**config.mk**
```make
export PLATFORM = sky130hd
export DESIGN_NAME = mem_rd_check
export DESIGN_NICKNAME = d
export VERILOG_FILES = /design/src/rtl/mem_rd_check.sv
export SDC_FILE = /design/constraint.sdc
export NUM_CORES = 1
export LEC_CHECK = 0
export BUFFER_PORTS_ARGS = -buffer_cell sky130_fd_sc_hd__buf_4
export CELL_PAD_IN_SITES_DETAIL_PLACEMENT = 1
export CELL_PAD_IN_SITES_GLOBAL_PLACEMENT = 1
export CORE_UTILIZATION = 45
export DETAILED_ROUTE_END_ITERATION = 16
export GPL_TIMING_DRIVEN = 0
export HOLD_SLACK_MARGIN = 0.06
export MAX_ROUTING_LAYER = met4
export PLACE_DENSITY = 0.81
export RECOVER_POWER = 50
export SLEW_MARGIN = 25
export SYNTH_ARGS = -nofsm -noshare
export SYNTH_HDL_FRONTEND = slang
export SYNTH_SLANG_ARGS = --single-unit
```
**constraint.sdc**
```tcl
create_clock -name clk -period 4.58 [get_ports clk]
set_clock_uncertainty 0.15 [all_clocks]
set_input_delay 1.374 -clock clk [delete_from_list [all_inputs] [get_ports clk]]
set_output_delay 1.374 -clock clk [all_outputs]
set_load 0.02 [all_outputs]
```
**src/rtl/mem_rd_check.sv**
```systemverilog
// Checks parity on memory read data and queues {address, data, error} results in a FIFO.
// Optional parity-error counter enabled by defining MEM_RD_CHECK_ERR_CNT_EN.
module mem_rd_check #(
  parameter int ADDR_W = 16,
  parameter int DATA_W = 8,
  parameter int DEPTH  = 4
) (
  input  logic              clk,
  input  logic              rst,
  input  logic              read,
  input  logic [ADDR_W-1:0] address,
  input  logic [DATA_W:0]   data_out,
  output logic              rsp_valid,
  input  logic              rsp_ready,
  output logic [ADDR_W-1:0] rsp_addr,
  output logic [DATA_W-1:0] rsp_data,
  output logic              rsp_err,
  output logic [15:0]       err_count,
  output logic              overflow
);

  localparam int PTR_W = $clog2(DEPTH);
  localparam int CNT_W = PTR_W + 1;

  // Handshake: a result is transferred on any posedge where rsp_valid && rsp_ready;
  // the head stays stable otherwise. There is no back-pressure toward the memory.

  logic              r_pend;
  logic [ADDR_W-1:0] r_pend_addr;
  logic [PTR_W-1:0]  r_wr_ptr;
  logic [PTR_W-1:0]  r_rd_ptr;
  logic [CNT_W-1:0]  r_count;
  logic              r_overflow;

  logic [ADDR_W-1:0] r_fifo_addr [DEPTH];
  logic [DATA_W-1:0] r_fifo_data [DEPTH];
  logic              r_fifo_err  [DEPTH];

  logic w_err;
  logic w_valid;
  logic w_full;
  logic w_pop;
  logic w_push;
  logic w_drop;

  // Even parity over all bits is 0 for good data; an unknown bit makes the XOR unknown.
  assign w_err   = ((^data_out) !== 1'b0);
  assign w_valid = (r_count != '0);
  assign w_full  = (r_count == CNT_W'(DEPTH));
  assign w_pop   = w_valid & rsp_ready;
  assign w_push  = r_pend & (~w_full | w_pop);
  assign w_drop  = r_pend & w_full & ~w_pop;

  always_ff @(posedge clk) begin
    if (rst) begin
      r_pend      <= 1'b0;
      r_pend_addr <= '0;
      r_wr_ptr    <= '0;
      r_rd_ptr    <= '0;
      r_count     <= '0;
      r_overflow  <= 1'b0;
    end else begin
      r_pend <= read;
      if (read) begin
        r_pend_addr <= address;
      end
      if (w_push) begin
        r_wr_ptr <= r_wr_ptr + 1'b1;
      end
      if (w_pop) begin
        r_rd_ptr <= r_rd_ptr + 1'b1;
      end
      r_count <= r_count + CNT_W'(w_push) - CNT_W'(w_pop);
      if (w_drop) begin
        r_overflow <= 1'b1;
      end
    end
  end

  // Storage needs no reset: outputs are gated by occupancy.
  always_ff @(posedge clk) begin
    if (!rst && w_push) begin
      r_fifo_addr[r_wr_ptr] <= r_pend_addr;
      r_fifo_data[r_wr_ptr] <= data_out[DATA_W-1:0];
      r_fifo_err[r_wr_ptr]  <= w_err;
    end
  end

  assign rsp_valid = w_valid;
  assign rsp_addr  = w_valid ? r_fifo_addr[r_rd_ptr] : '0;
  assign rsp_data  = w_valid ? r_fifo_data[r_rd_ptr] : '0;
  assign rsp_err   = w_valid ? r_fifo_err[r_rd_ptr]  : 1'b0;
  assign overflow  = r_overflow;

`ifdef MEM_RD_CHECK_ERR_CNT_EN
  logic [15:0] r_err_count;

  // Counts every failed check, including results dropped on overflow; saturates.
  always_ff @(posedge clk) begin
    if (rst) begin
      r_err_count <= '0;
    end else if (r_pend && w_err && (r_err_count != 16'hFFFF)) begin
      r_err_count <= r_err_count + 16'd1;
    end
  end

  assign err_count = r_err_count;
`else
  assign err_count = 16'h0000;
`endif

endmodule

```
==> results of run 1 <==
[worst min-delay path, cell delays in order (launching register included)]
cell,delay (ns)
dfxtp_1,0.33
a21oi_1,0.04
nor2_1,0.08
[cell families after synthesis]
kind of cell	after synthesis
XOR/XNOR	10
adder cells (fa/ha/maj)	7
buffers and inverters	36
other	1
AO/OA/AOI/OAI	7
multiplexers	41
AND/OR/NAND/NOR	62
flip-flops	127
[report_power, final]
| part | switching, mW | internal (mW) |
|---|---|---|
| clock | 0.497 | 0.853 |
| combinational | 0.519 | 0.465 |
| sequential | 0.0508 | 1.30 |
| total | 1.07 | 2.62 |
[flip-flops by register name, indices dropped and copies added, names as in the netlist, named ones only]
signal,count
overflow,1
r_fifo_addr,64
r_fifo_err,4
r_count,3
r_wr_ptr,2
r_rd_ptr,2
r_pend_addr,16
r_fifo_data,32
r_pend,1
[routing by layer]
| layer | up-vias | track usage, % |
|---|---|---|
| met5 | - | - |
| met4 | 0 | 7.53 |
| met3 | 13 | 5.14 |
| met2 | 64 | 35.3 |
| met1 | 1400 | 24.1 |
| li1 | 1232 | - |
[path summary, 6_finish.rpt]
| check | slack, ns | endpoint | start |
|---|---|---|---|
| setup / recovery | 0.90 | r_fifo_addr[2][14]$_DFFE_PP_ | rsp_ready |
| hold / removal | 0.33 | overflow$_SDFFE_PP0P_ | overflow$_SDFFE_PP0P_ |
| setup reg to reg | 1.50 | r_fifo_addr[2][14]$_DFFE_PP_ | r_count[1]$_SDFF_PP0_ |
| hold reg to reg | 0.33 | overflow$_SDFFE_PP0P_ | overflow$_SDFFE_PP0P_ |
[cell type report]
class                      instances  area (µm²)
fill                            1005        4640
clock buffer                      18         429
multi-input combinational        143        1430
sequential                       127        3540
clock inverter                    14         169
timing repair buffer              53         360
tap                              140         175
inverter                           7        26.3
buffer                            29         215
[metrics by stage]
step	power (mW)	setup slack, ns	hold slack [ns]	area (µm²)
2_1_floorplan	2.02	1.19	0.309	5210
5_1_grt	3.82	0.677	0.371	6350
4_1_cts	3.72	1.01	0.342	6390
3_3_place_gp	2.34	0.965	0.303	5790
3_5_place_dp	2.36	0.926	0.315	5790
6_report	3.68	0.900	0.332	6350
[placed cells by master (no fill, tap or decap), types with 6 or more instances in the layout]
cell type   count
nor2_1         22
mux4_2         20
mux2i_1        16
clkbuf_1       16
clkinvlp_4      8
dfxtp_1        27
ha_1            6
nor2b_1        22
inv_1           7
conb_1         16
edfxtp_1      100
buf_4          59
clkbuf_16      17
==> flow_metrics.env, run 1 <==
export IMPL_status="finished, violations left"
export IMPL_violations="max-capacitance violations, max-slew violations"
export IMPL_clockBufferDepth=2
export IMPL_yosysUniqueCellTypes=33
export IMPL_die_h_um=109
export IMPL_clock_sinks=127
export IMPL_start_util_pct=46.9
export IMPL_antenna_found_initial=0
export IMPL_wl_met1_um=4510
export IMPL_synth_top_family_by_area="multiplexers"
export IMPL_setup_viol=0
export IMPL_clock_latency_ns=0.41
export IMPL_postCtsHoldBufs=0
export IMPL_routed_via_count=2709
export IMPL_yosys_area_top_type_share_pct=58.2
export IMPL_root_buffer="clkbuf_16"
export IMPL_met3_length_um=356
export IMPL_crit_fanout=25
export IMPL_core_area_um2=11000
export IMPL_setup_tns_ns=0
export IMPL_maxSlewViolCount=26
export IMPL_synth_fa_ha_area_share_pct=1.84
export IMPL_cp_required_ns=4.42
export IMPL_drive_above_1_share_pct=32.7
export IMPL_netlist_area_um2=5160
export IMPL_grt_pass1_vias=2873
export IMPL_synth_area_top_cells="edfxtp_1 (58%), dfxtp_1 (10%), mux4_2 (8.7%)"
export IMPL_synth_xor_area_share_pct=1.97
export IMPL_cellPowerDensity_nw_per_um2=580
export IMPL_yosysMostFrequentCell="edfxtp_1"
export IMPL_yosysTopAreaCell="edfxtp_1"
export IMPL_fp_dieW_um=109
export IMPL_globalRouteTotalUtil_pct=20.9
export IMPL_worst_slew_pin_transition_ns=1.96
export IMPL_synthCells=291
export IMPL_fin_cells=531
export IMPL_diodes=0
export IMPL_cp_top_family="simple AND/OR/NAND/NOR gates"
export IMPL_cts_setup_buffers=0
export IMPL_cts_clk_slew_worst_paths_ns=0.06
export IMPL_drt_pass1_iterations=4
export IMPL_min_path_cells=2
export IMPL_grt_max_degree=26
export IMPL_ys_ff_latch=127
export IMPL_critPathSlowestCell="and2_0"
export IMPL_syn_area_per_cell_um2=17.7
export IMPL_max_stage_delay_ns=1.51
export IMPL_cts_repair_resized=0
export IMPL_hpwl_um=6480
export IMPL_endpoint_kind="register"
export IMPL_rsz0062_at_grt="false"
export IMPL_crit_type="primary input to register"
export IMPL_layout_nets=414
export IMPL_p_leak_nw=2.35
export IMPL_area_delta_synth_final_pct=23.1
export IMPL_routed_top_layer="met4"
export IMPL_utilization_pct=57.8
export IMPL_synth_compound_area_share_pct=0.801
export IMPL_cts_tree="yes"
export IMPL_drc=0
export IMPL_wl_met2_um=5910
export IMPL_dp_cells=499
export IMPL_synth_async_reset_ratio_pct=0
export IMPL_dieArea_um2=11900
export IMPL_irDropWorstVdd_uv=321
export IMPL_critPathArrivalTime_ns=3.52
export IMPL_worstSetupStartpointType="primary input"
export IMPL_grt_first_pass_wirelength_um=16500
export IMPL_ys_warn_count=0
export IMPL_rows=38
export IMPL_ys_top_cells_by_count="edfxtp_1 (100), dfxtp_1 (27), nor2_1 (22), nor2b_1 (22), mux4_2 (20)"
export IMPL_routed_wl_um=11000
export IMPL_synth_simple_area_share_pct=7.47
export IMPL_vias_per_cell=5.10
export IMPL_post_route_min_period_ns=3.68
export IMPL_hold_viol=0
export IMPL_io_pins=72
export IMPL_clock_fmax_ghz=0.272
export IMPL_drt_iter0_markers=104
export IMPL_wl_per_cell_um=20.6
export IMPL_hp_class="register to register"
export IMPL_ys_seq_area_share_pct=68.7
export IMPL_h_tree_depth=4
export IMPL_port_buffers=53
export IMPL_slew_headroom_pct=-30.7
export IMPL_reg2regPathDepth=3
export IMPL_timing_final_crit_share_pct=80.4
export IMPL_cap_violations=1
export IMPL_crit_buf_inv=1
export IMPL_cts_buffers=17
export IMPL_synth_edf_count=100
export IMPL_synthFlopType="edfxtp_1"
export IMPL_ant_nets=0
export IMPL_yosys_mux_area_fraction_pct=14.4
export IMPL_cp_depth=4
export IMPL_gp_congestion=0.736
export IMPL_grt_overflow_total=0
export IMPL_crit_path_cell_trace="clkbuf_1, nor4b_2, nor3_1, and2_0"
No activity file was read; power rests on OpenSTA's default activity.
==> inputs of run 2 (changes only) <==
Clock period 4.58 ns to 3.5 ns, I/O delays scaled along.
==> run 2 against run 1 <==
  * The run now ends clean
  * Via count unchanged
  * Critical endpoint is now rsp_addr[4]
  * Die area unchanged
  * Combinational power up 31%
  * Final cell count unchanged
  * Global-route usage unchanged
  * Design area unchanged
  * Largest cell class unchanged
  * Clock-buffer cell count unchanged
  * Flip-flop and latch count unchanged
==> flow_metrics.env, run 2 (synthesized netlist as in run 1, its figures left out) <==
export IMPL_hpwl_um=6480
export IMPL_critPathArrivalTime_ns=2.00
export IMPL_routed_via_count=2709
export IMPL_hp_class="register to register"
export IMPL_die_h_um=109
export IMPL_worst_slew_pin_transition_ns=1.36
export IMPL_final_common_cell="edfxtp_1"
export IMPL_fin_ws_ns=0.304
export IMPL_maxSlewViolCount=0
export IMPL_cellPowerDensity_nw_per_um2=759
export IMPL_hold_start="overflow$_SDFFE_PP0P_"
export IMPL_setup_tns_ns=0
export IMPL_drt_pass1_iterations=4
export IMPL_hold_worst_slack_ns=0.332
export IMPL_post_route_min_period_ns=3.20
export IMPL_grt_max_degree=26
export IMPL_antenna_found_initial=0
export IMPL_r2r_start="r_count[1]$_SDFF_PP0_"
export IMPL_postCtsHoldBufs=0
export IMPL_gp_congestion=0.736
export IMPL_stdcell_area_um2=6350
export IMPL_regMostFlops="r_fifo_addr"
export IMPL_final_cell_mix="edfxtp_1 (100), buf_4 (59), dfxtp_1 (27)"
export IMPL_drt_iter0_markers=102
export IMPL_hold_viol=0
export IMPL_p_leak_nw=2.36
export IMPL_dpl_instance_area_um2=5790
export IMPL_largestRegisters="r_fifo_addr x64, r_fifo_data x32, r_pend_addr x16"
export IMPL_fp_dieW_um=109
export IMPL_cp_required_ns=2.30
export IMPL_min_path_cells=2
export IMPL_r2r_end="r_count[2]$_SDFF_PP0_"
export IMPL_worstSetupStartpointType="register"
export IMPL_root_buffer="clkbuf_16"
export IMPL_start_util_pct=46.9
export IMPL_combPwrFrac_pct=26.7
export IMPL_layout_nets=414
export IMPL_finalPower_mw=4.82
export IMPL_clock_latency_ns=0.41
export IMPL_timing_final_crit_share_pct=91.3
export IMPL_drc=0
export IMPL_routed_wl_um=11000
export IMPL_cts_buffers=17
export IMPL_dieArea_um2=11900
export IMPL_vias_per_cell=5.10
export IMPL_crit_type="register to output port"
export IMPL_grt_first_pass_wirelength_um=16500
export IMPL_hold_end="overflow$_SDFFE_PP0P_"
export IMPL_grt_pass1_vias=2873
export IMPL_irDropWorstVdd_uv=420
export IMPL_cap_violations=0
export IMPL_largest_reg_flops=64
export IMPL_cts_tree="yes"
export IMPL_status="finished clean"
export IMPL_crit_fanout=10
export IMPL_clockBufferDepth=2
export IMPL_setup_viol=0
export IMPL_clock_power_share_pct=36.6
export IMPL_cts_setup_buffers=0
export IMPL_drive_above_1_share_pct=32.7
export IMPL_area_delta_synth_final_pct=23.1
export IMPL_rsz0062_at_grt="false"
export IMPL_diodes=0
export IMPL_clock_sinks=127
export IMPL_cts_repair_resized=0
export IMPL_globalRouteTotalUtil_pct=20.9
export IMPL_grt_overflow_total=0
export IMPL_internal_power_mw=3.42
export IMPL_ant_nets=0
export IMPL_io_pins=72
export IMPL_pre_cts_slack_ns=0.170
export IMPL_endpoint_kind="output port"
export IMPL_power_switching_mw=1.40
export IMPL_clock_fmax_ghz=0.313
export IMPL_rows=38
export IMPL_swShare_pct=29.0
export IMPL_slew_headroom_pct=9.00
export IMPL_reg2regPathDepth=10
export IMPL_h_tree_depth=4
export IMPL_cts_clk_slew_worst_paths_ns=0.06
export IMPL_core_area_um2=11000
export IMPL_r2r_slack_ns=0.85
export IMPL_wl_per_cell_um=20.6
export IMPL_port_buffers=53
export IMPL_pwr_share_seq_pct=36.6
==> run 2: cell counts in the layout (fill, tap and decap cells not counted) <==
Identical to the previous run, type by type.
==> run 2: layer usage <==
metal	vias up	global-route usage, %	wire length [µm]
li1	1232	-	-
met1	1401	24.1	4520
met2	63	35.3	5910
met3	13	5.14	353
met4	0	7.53	182
met5	-	-	0
==> run 2: worst max path at each step <==
stage | slack, ns | cells after the start | from | endpoint
6_report | 0.30 | 4 | r_count[1]$_SDFF_PP0_ | rsp_addr[4]
5_1_grt | 0.19 | 4 | r_count[1]$_SDFF_PP0_ | rsp_addr[4]
4_1_cts | 0.26 | 4 | r_count[1]$_SDFF_PP0_ | rsp_addr[4]
3_5_place_dp | 0.17 | 11 | rsp_ready | r_count[2]$_SDFF_PP0_
3_3_place_gp | 0.21 | 3 | rst | r_fifo_data[0][5]$_DFFE_PP_
2_1_floorplan | 0.43 | 10 | rsp_ready | r_count[2]$_SDFF_PP0_
==> run 2: cell type report <==
cell class	instances	area, µm²
repair buffers	53	360
fillers	1005	4640
clock inverters	14	169
well taps	140	175
multi-input cells	143	1430
flip-flops and latches	127	3540
plain buffers	29	215
inverters	7	26.3
clock buffers	18	429
==> run 2: power groups by stage <==
stage               logic [mW]  registers (mW)  clock network, mW
floorplan                0.873            1.77                  0
global placement          1.28            1.78                  0
global route              1.38            1.77               1.84
CTS                       1.32            1.77               1.78
finish                    1.29            1.77               1.77
detailed placement        1.29            1.79                  0
==> run 2: worst max-delay path: stages (launching register included) <==
cell and delay, ns:
dfxtp_1 0.42, nor3_4 0.47, buf_2 0.40, nor2b_1 0.12, buf_4 0.17
==> run 2: metrics by stage <==
step	instances	utilization, %
after floorplan	306	-
after global placement	499	52.7
after detailed placement	499	52.7
after CTS	531	58.2
after global routing	531	57.8
final	531	57.8
==> inputs of run 3 (changes only) <==
Settings changed: CTS_BUF_LIST from default to sky130_fd_sc_hd__clkbuf_16.
Clock period 3.5 ns to 3.3 ns, I/O delays scaled along.
==> run 3 against run 2 <==
  * Register-to-register slack got worse by 0.20 ns
  * Clock power grew 6%
  * Sequential power up 6%
  * Non-clock buffer count unchanged
  * Flip-flop and latch count did not move
  * Sequential share of layout area unchanged
  * Largest power group unchanged
  * Critical path depth unchanged
==> flow_metrics.env, run 3 (synthesized netlist as in run 1, its figures left out) <==
export IMPL_clock_latency_ns=0.41
export IMPL_cts_clk_slew_worst_paths_ns=0.06
export IMPL_grt_pass1_vias=2873
export IMPL_stdcell_area_um2=6350
export IMPL_r2r_end="r_count[2]$_SDFF_PP0_"
export IMPL_wl_per_cell_um=20.6
export IMPL_globalRouteTotalUtil_pct=20.9
export IMPL_h_tree_depth=4
export IMPL_grt_overflow_total=0
export IMPL_fillers=1005
export IMPL_register_area_um2=3540
export IMPL_dieArea_um2=11900
export IMPL_drt_iter0_markers=103
export IMPL_largestRegisters="r_fifo_addr x64, r_fifo_data x32, r_pend_addr x16"
export IMPL_hold_viol=0
export IMPL_hpwl_um=6480
export IMPL_routed_wl_um=11000
export IMPL_cts_setup_buffers=0
export IMPL_r2r_start="r_count[1]$_SDFF_PP0_"
export IMPL_slew_headroom_pct=9.00
export IMPL_vias_per_cell=5.10
export IMPL_status="finished clean"
export IMPL_irDropWorstVdd_uv=445
export IMPL_layout_nets=414
export IMPL_drive_above_1_share_pct=32.7
export IMPL_ant_nets=0
export IMPL_routed_via_count=2709
export IMPL_largest_reg_flops=64
export IMPL_port_buffers=53
export IMPL_clockBufferDepth=2
export IMPL_die_h_um=109
export IMPL_endpoint_kind="output port"
export IMPL_startpoint="r_count[1]$_SDFF_PP0_"
export IMPL_postCtsHoldBufs=0
export IMPL_worstSetupStartpointType="register"
export IMPL_gp_congestion=0.736
export IMPL_rows=38
export IMPL_cts_buffers=17
export IMPL_crit_type="register to output port"
export IMPL_rsz0062_at_grt="false"
export IMPL_p_leak_nw=2.36
export IMPL_multiInputGateArea_um2=1430
export IMPL_drc=0
export IMPL_crit_fanout=10
export IMPL_dpl_instance_area_um2=5790
export IMPL_grt_first_pass_wirelength_um=16500
export IMPL_hold_start="overflow$_SDFFE_PP0P_"
export IMPL_timing_final_crit_share_pct=95.0
export IMPL_grt_max_degree=26
export IMPL_final_cell_mix="edfxtp_1 (100), buf_4 (59), dfxtp_1 (27)"
export IMPL_area_delta_synth_final_pct=23.1
export IMPL_reg2regPathDepth=10
export IMPL_regMostFlops="r_fifo_addr"
export IMPL_worst_slew_pin_transition_ns=1.36
export IMPL_final_common_cell="edfxtp_1"
export IMPL_maxSlewViolCount=0
export IMPL_r2r_slack_ns=0.65
export IMPL_hp_class="register to register"
export IMPL_critPathArrivalTime_ns=2.00
export IMPL_cts_tree="yes"
export IMPL_diodes=0
export IMPL_clock_fmax_ghz=0.319
export IMPL_cts_repair_resized=0
export IMPL_clock_sinks=127
export IMPL_cp_required_ns=2.16
export IMPL_setup_tns_ns=0
export IMPL_post_route_min_period_ns=3.14
export IMPL_core_area_um2=11000
export IMPL_endpoint="rsp_addr[4]"
export IMPL_cap_violations=0
export IMPL_setup_viol=0
export IMPL_antenna_found_initial=0
export IMPL_io_pins=72
export IMPL_root_buffer="clkbuf_16"
export IMPL_drt_pass1_iterations=4
export IMPL_fp_dieW_um=109
export IMPL_cellPowerDensity_nw_per_um2=805
export IMPL_start_util_pct=46.9
[run 3: changes by cell type in the layout (fill, tap and decap cells not counted)]
cell / before / now
clkbuf_1: 16 / 15
inv_1: 7 / 8
[run 3: area by class of cell]
| class | count | area share [%] |
|---|---|---|
| inverter | 7 | 0.414 |
| tap | 140 | 2.76 |
| multi-input combinational | 143 | 22.5 |
| clock buffer | 17 | 6.70 |
| buffer | 29 | 3.39 |
| timing repair buffer | 53 | 5.68 |
| sequential | 127 | 55.8 |
| clock inverter | 15 | 2.72 |
[run 3: metrics by stage]
stage	power (mW)	std cells	hold slack (ns)	setup WS, ns	util, %
3_3_place_gp	3.24	499	0.303	0.0686	52.7
5_1_grt	5.29	531	0.371	0.0538	57.8
3_5_place_dp	3.27	499	0.315	0.0300	52.7
4_1_cts	5.16	531	0.342	0.119	58.2
6_report	5.11	531	0.332	0.164	57.8
2_1_floorplan	2.81	306	0.309	0.294	-
[run 3: how the worst min path moves through the flow]
stage,cells after the start,slack [ns],end
final,2,0.33,overflow$_SDFFE_PP0P_
after global routing,0,0.37,r_fifo_addr[1][10]$_DFFE_PP_
after global placement,2,0.30,overflow$_SDFFE_PP0P_
after detailed placement,2,0.32,overflow$_SDFFE_PP0P_
after floorplan,0,0.31,r_fifo_addr[0][0]$_DFFE_PP_
after CTS,2,0.34,overflow$_SDFFE_PP0P_
[run 3: worst max-delay path, cell delays in order (launching register included)]
cell and delay [ns]:
dfxtp_1 0.42, nor3_4 0.47, buf_2 0.40, nor2b_1 0.12, buf_4 0.17
[run 3: metal layers]
| metal | wire (µm) | GRT usage, % | up-vias |
|---|---|---|---|
| li1 | - | - | 1232 |
| met2 | 5910 | 35.3 | 63 |
| met3 | 353 | 5.14 | 13 |
| met4 | 182 | 7.53 | 0 |
| met1 | 4520 | 24.1 | 1401 |
| met5 | 0 | - | - |
[run 3: report_power, final]
group / switching [mW] / internal, mW / total [mW]
clock: 0.690 / 1.18 / 1.87
combinational: 0.721 / 0.645 / 1.37
sequential: 0.0702 / 1.80 / 1.87
